[src/rtl/cpu_instruction_fetch.sv]
// Instruction fetch unit: issues one outstanding word fetch at a time, queues
// returned instructions with their PC in a small FIFO for decode, and handles
// branch/jump redirects by flushing the queue and discarding stale responses.
module cpu_instruction_fetch #(
  parameter logic [31:0] RESET_PC = 32'hBFC0_0000,
  parameter int          DEPTH    = 2
) (
  input  logic        clock,
  input  logic        reset,
  output logic        imem_req,
  output logic [31:0] imem_addr,
  input  logic        imem_ack,
  input  logic [31:0] imem_data,
  input  logic        redirect_valid,
  input  logic [31:0] redirect_target,
  output logic [31:0] output_address,
  output logic [31:0] output_instruction,
  output logic        output_valid,
  input  logic        output_full
);

  localparam int PW = (DEPTH > 1) ? $clog2(DEPTH) : 1;
  localparam int CW = PW + 1;

  typedef enum logic [1:0] {S_RUN, S_WAIT, S_DROP} state_t;

  state_t          state, state_nxt;
  logic [31:0]     pc;
  logic [31:0]     buf_pc  [DEPTH];
  logic [31:0]     buf_ins [DEPTH];
  logic [PW-1:0]   rd_ptr, wr_ptr;
  logic [CW-1:0]   count;

  logic issue, push, pop;

  // Redirect wins over everything; a request only issues when a slot is free
  // without crediting a same-cycle pop, so the FIFO can never overflow.
  assign issue = (state == S_RUN) && (count < CW'(DEPTH)) && !redirect_valid;
  assign push  = (state == S_WAIT) && imem_ack && !redirect_valid;
  assign pop   = (count != '0) && !output_full && !redirect_valid;

  // Next-state logic; a response arriving alongside a redirect is simply
  // dropped, and since it retires the outstanding request we go to RUN.
  always_comb begin
    state_nxt = state;
    case (state)
      S_RUN:   if (issue) state_nxt = S_WAIT;
      S_WAIT:  if (imem_ack) state_nxt = S_RUN;
               else if (redirect_valid) state_nxt = S_DROP;
      S_DROP:  if (imem_ack) state_nxt = S_RUN;
      default: state_nxt = S_RUN;
    endcase
  end

  // Request and head outputs are pure functions of registered state.
  always_comb begin
    imem_req           = (state == S_WAIT);
    imem_addr          = pc;
    output_valid       = (count != '0);
    output_address     = buf_pc[rd_ptr];
    output_instruction = buf_ins[rd_ptr];
  end

  // State register and fetch PC.
  always_ff @(posedge clock or negedge reset) begin
    if (!reset) begin
      state <= S_RUN;
      pc    <= RESET_PC;
    end else begin
      state <= state_nxt;
      if (redirect_valid)
        pc <= redirect_target & ~32'h3;
      else if (push)
        pc <= pc + 32'd4;
    end
  end

  // Instruction FIFO; a redirect empties it and cancels any push/pop.
  always_ff @(posedge clock or negedge reset) begin
    if (!reset) begin
      rd_ptr <= '0;
      wr_ptr <= '0;
      count  <= '0;
      for (int i = 0; i < DEPTH; i++) begin
        buf_pc[i]  <= '0;
        buf_ins[i] <= '0;
      end
    end else if (redirect_valid) begin
      rd_ptr <= '0;
      wr_ptr <= '0;
      count  <= '0;
    end else begin
      if (push) begin
        buf_pc[wr_ptr]  <= pc;
        buf_ins[wr_ptr] <= imem_data;
        wr_ptr          <= wr_ptr + 1'b1;
      end
      if (pop)
        rd_ptr <= rd_ptr + 1'b1;
      count <= count + CW'(push) - CW'(pop);
    end
  end

endmodule

[config.mk]
export PLATFORM = sky130hd
export DESIGN_NAME = cpu_instruction_fetch
export DESIGN_NICKNAME = d
export VERILOG_FILES = /design/src/rtl/cpu_instruction_fetch.sv
export SDC_FILE = /design/constraint.sdc
export NUM_CORES = 1
export LEC_CHECK = 0
export BUFFER_PORTS_ARGS = -buffer_cell sky130_fd_sc_hd__buf_4
export CAP_MARGIN = 40
export CORE_AREA = 2 2 149 151
export DETAILED_ROUTE_END_ITERATION = 10
export DIE_AREA = 0 0 151 153
export GPL_ROUTABILITY_DRIVEN = 1
export PLACE_DENSITY = 0.62
export SYNTH_ARGS = -nofsm -noshare
export SYNTH_HDL_FRONTEND = slang
export SYNTH_SLANG_ARGS = --single-unit
[constraint.sdc]
create_clock -name clock -period 2.25 [get_ports clock]
set_input_delay 0.1125 -clock clock [delete_from_list [all_inputs] [get_ports clock]]
set_output_delay 0.1125 -clock clock [all_outputs]
set_load 0.05 [all_outputs]
After elaboration in Yosys (flattened, before gate mapping)
Index checks and enable logic that the tools add are counted.
Cells by class
  add/sub/neg operators: 5
  order comparisons: 4
  equality and inequality tests: 5
  muxes and demuxes: 22
  bitwise gates (word level): 3
  reduce and logical (&&, ||, !) cells: 15
Operators with widths (number)
  $mux 32: 9
  $bwmux 64: 2
  $add 32x3->32 const B: 1
  $demux 32 s1: 1
  $mux 2: 5
  $logic_and 1x1->1: 7
  $pmux 2 s3: 1
  $reduce_bool 2->1: 3
  $ge 2x2->1 const B: 2
  $mux 1: 4
  $ne 2x2->1 const B: 2
  $not 1->2: 2
  $ne 3x1->1 const B: 1
  $reduce_and 3->1: 1
  $add 1x1->1 const B: 2
  $add 2x1->2: 1
  $eq 2x1->1 const B: 1
  $eq 2x2->1 const B: 1
  $logic_not 1->1: 2
  $logic_not 2->1: 1
  $lt 2x1->1 const B: 1
  $lt 2x2->1 const B: 1
  $reduce_and 2->1: 1
  $sub 2x1->2: 1
  $not 1->1: 1
Word-level totals
  flip-flop bits (word level): 166
  bits of input ports: 69
  output and inout bits: 98
  word-level logic and storage cells: 63

Logic depth before layout (Yosys ltp)
  depth after elaboration: 6
  gate-level depth with buffers: 8
  mapped depth without buffers: 7

Least setup slack after synthesis
No wires, ideal clock.
  path kind: reg-to-reg
  start point: reg pc[10] (netlist: imem_addr[10])
  end point: reg pc[27] (netlist: imem_addr[27])
  arrival time: 2.368 ns
  data required time: 2.173 ns
  slack: -0.195 ns
  cell stages (with the launch flop): 8
  period minus slack after synthesis: 2.445 ns
  path through: dfrtp_1 -> buf_2 -> nand4_1 -> or4_1 -> buf_2 -> buf_6 -> or4_1 -> a31oi_1
On the way
  longest elaborated chain between the ends: 3
RTL lines
  from (decl): line 28  | logic [31:0] pc;
  from (signal assigned): line 72  | pc <= redirect_target & ~32'h3;
  from (signal assigned): line 74  | pc <= pc + 32'd4;
  $add 32x3->32: line 74
  $mux 32: line 73  | else if (push)
  $mux 32: line 71  | if (redirect_valid)
Every way passes these cells. The select of a mux whose other input is x is not followed.
A chain may end at the register's enable or synchronous reset.

Worst setup path in the final report
  start point: reg pc[22] (netlist: imem_addr[22])
  end point: reg pc[31] (netlist: imem_addr[31])
The elaborated chain is that of the path after synthesis.

==> summary.md <==
| Metric | Value |
|---|---|
| Run status | `completed` |
| Die Ht | `153 um` |
| Type of origin of the critical path | `register` |
| Via density | `slightly below 5` |
| Final setup viols | `0` |
| Crit share post-route | `97.96%` |
| Top_reg_cell synth | `dfrtp_1` |
| Slew Viols, Final | `0` |
| Ant. Diodes | `0` |
| Worst min-delay path class | `in -> reg` |
| Avg Inst Size Synth | `about 13 um2` |
| Leakage | `4.632 nW` |
| R2R cell count | `4` |
| Footprint of the multi-input gates | `3176 um2` |
| First DRT Iteration DRCs | `roughly 200` |
| Area Growth Syn to Fin | `40.39%` |
| I/O Buffers | `160` |
| Number of synthesized flops with an enable pin | `0` |
| Synth area leader | `dfrtp_1` |
| Worst setup margin | `0.04582 ns` |
| Largest net degree at the start of global routing | `69` |
| Worst reg-to-reg setup slack | `0.05 ns` |
| Chip Width | `151 um` |
| Routability Congestion | `between 0.7 and 0.8` |
| Register area share after synthesis | `a little over half` |
| CP dominant cell by count | `or4_1` |
| Antenna violations before repair | `0` |
| CP max-delay cell | `or4_1` |
| Worst R2R End | `imem_addr[31]` |
| Max Cap Violations | `0` |
| Crit end category | `register` |
| Max Clock Skew | `0.01120 ns` |
| Fin. Hold Viols | `0` |
| WS Path Type | `reg -> reg` |
| First-pass GRT wire length | `29550 um` |
| Vias in the first global route | `5614` |
| Pre-Repair DR Iteration Count | `4` |
| CTS max path bufs | `2` |
| Leading cell type by number of instances after synthesis | `mux2_2` |
| Fill cell count | `1985` |
| Yosys warnings | `0` |
| Worst Path Required | `2.59 ns` |
| I/O pin total | `~170` |
| Clock Tree Root | `clkbuf_16` |
| Post-layout min period | `2.204 ns` |
| Post-CTS sizing | `0` |
| Worst-path cell chain | `nand4_1 > or4_1 > or4_1 > a31oi_1` |
| Final ANT Viol Nets | `0` |
| Highest net fanout along the worst path | `6` |
| Starting Density | `between 30% and 40%` |
| Routed len/inst | `16.70 um` |
| Hold Path End | `rd_ptr` |
| Fraction of layout cells with a size suffix above 1 | `51.15%` |
| Hold_sp | `redirect_valid` |
| Die area | `23100 um2` |
| RSZ-0062 raised after global routing | `true` |
| Worst r2r src | `imem_addr[22]` |
| Clk sinks | `160` |
| Post-synth design cell area | `around 7400 um2` |
| CTS buffer count | `17` |
| Hold path cells | `3` |
| Most frequent cells after synthesis | `181 x mux2_2, 151 x dfrtp_1, 28 x nand2_1` |
| Pwr Density | `1156 nW/um2` |
| Share of the synthesized area in the top cell type | `51.08%` |
| # DRC | `0` |
| Family with the most delay on the worst path | `simple AND/OR/NAND/NOR gates` |
| Power after layout | `12.00 mW` |
| FF+latch count, synth | `160` |
| Post-Syn Instances | `579` |
| DP Wirelength | `12040 um` |
| Setup bufs post-CTS | `0` |
| Ys async rst share | `100.0%` |
| Register Area | `roughly 4000 um2` |
| DP Worst Slack | `0.04833 ns` |
| Netlist cell types | `35` |
| Vias | `5435` |
| Max Freq | `roughly 0.45 GHz` |
| Critical path data arrival time | `2.54 ns` |
| Core Area | `roughly 21000 um2` |
| Peak supply drop | `576.6 uV` |
| GRT Total Usage | `16.19%` |
| Worst path bufs/invs | `0` |
| Remaining global-route overflow | `0` |
| CTS tree | `done` |
| Top cells by area, synth | `dfrtp_1 51%, mux2_2 28%, dfstp_2 3.2%` |
| H-tree depth | `4` |
| Layout Nets | `884` |
| Final WL | `18450 um` |
| Crit-path max cell delay | `0.70 ns` |
| Clk_lat worst skew | `0.42 ns` |
| Row Count | `54` |
| Clock-pin slew on the worst setup and hold paths | `0.06 ns` |
| Critical Path Stages | `4` |
-- power by group --
part / switching [mW] / internal (mW)
Sequential: 0.438 / 3.71
Combinational: 2.77 / 1.85
Clock: 1.17 / 2.06
-- how the worst max path moves through the flow --
stage / from / end / slack (ns)
detailed placement: imem_addr[22] / imem_addr[31] / 0.05
CTS: imem_addr[22] / imem_addr[31] / 0.02
finish: imem_addr[22] / imem_addr[31] / 0.05
floorplan: imem_addr[10] / imem_addr[27] / 0.01
global placement: imem_addr[22] / imem_addr[31] / 0.12
global route: imem_addr[22] / imem_addr[31] / -0.07
-- layout make-up --
cell class,instances,area share (%)
inverters,9,0.3253
repair buffers,252,20.54
clock buffers,23,4.602
clock inverters,9,1.735
well taps,280,3.373
multi-input cells,372,30.58
flip-flops and latches,160,38.84
-- stage by stage --
step                hold WS, ns  instance area (um2)  util, %  TNS, ns  std cells
floorplan               -0.1831                 7431        -        0        582
global placement        0.07496                 9076    42.24        0       1008
detailed placement      0.07474                 9076    42.24        0       1008
CTS                      0.1650                10390    48.33        0       1105
global route             0.1979                10390    48.33  -0.2366       1105
finish                   0.1945                10390    48.33        0       1105
-- kinds of logic (layout without fill, tap and decap cells) --
| kind of cell | count (synthesis) | in the layout | share of synthesized area, % |
|---|---|---|---|
| other cells | 1 | 4 | 0.05070 |
| buf+inv | 50 | 293 | 3.045 |
| mux | 182 | 182 | 27.69 |
| xor+xnor | 13 | 13 | 1.539 |
| flops | 160 | 160 | 54.28 |
| compound gates | 57 | 57 | 4.855 |
| simple gates | 113 | 113 | 8.035 |
| fa+ha+maj | 3 | 3 | 0.5075 |
-- layer usage --
metal	vias up	part of all wire (%)	GRT usage (%)
met3	11	3.8	3.433
met4	0	1.2	4.584
met2	101	49	26.88
met5	-	0	0
met1	2760	46	21.34
li1	2563	-	-
-- timing repair --
action                                  CTS  global route
hold buffers                             65             0
endpoints found under the setup margin    0             7
hold endpoints to repair                144             0
-- state kept, by name (all words and copies together) (netlist names) --
| signal | count |
|---|---|
| buf_ins | 64 |
| buf_pc | 60 |
| rd_ptr | 1 |
| count | 2 |
| wr_ptr | 1 |
| imem_addr | 30 |
| state | 2 |
-- cell usage in the layout (no fill, tap or decap), types with 2 or more instances in the layout --
| cell type | n |
|---|---|
| clkbuf_8 | 3 |
| xnor2_1 | 6 |
| nor2_1 | 25 |
| dfrtp_2 | 12 |
| mux2_2 | 181 |
| buf_12 | 6 |
| o31ai_1 | 14 |
| and4_1 | 3 |
| or2_2 | 2 |
| clkbuf_16 | 17 |
| nand3_1 | 9 |
| clkinv_4 | 2 |
| bufinv_16 | 5 |
| conb_1 | 4 |
| nor3_1 | 2 |
| or3_1 | 3 |
| dfstp_2 | 9 |
| dlygate4sd3_1 | 65 |
| nand4b_1 | 2 |
| o41ai_1 | 2 |
| nor4_1 | 2 |
| nand4_1 | 11 |
| o21ai_0 | 19 |
| dfrtp_1 | 138 |
| xor2_1 | 7 |
| inv_1 | 9 |
| nor2b_1 | 4 |
| buf_4 | 180 |
| nand2_1 | 28 |
| a31oi_1 | 18 |
| ha_1 | 3 |
| clkbuf_1 | 3 |
| a21oi_1 | 2 |
| or4_1 | 19 |
-- worst reg2reg max path: cells and delay by family (launching register included) --
kind,cells,cell delay [ns]
DFF,1,0.52
AOI/OAI and AO/OA,1,0.18
and+or+nand+nor,3,1.43
Note: power is estimated with default switching activity, not from simulation.
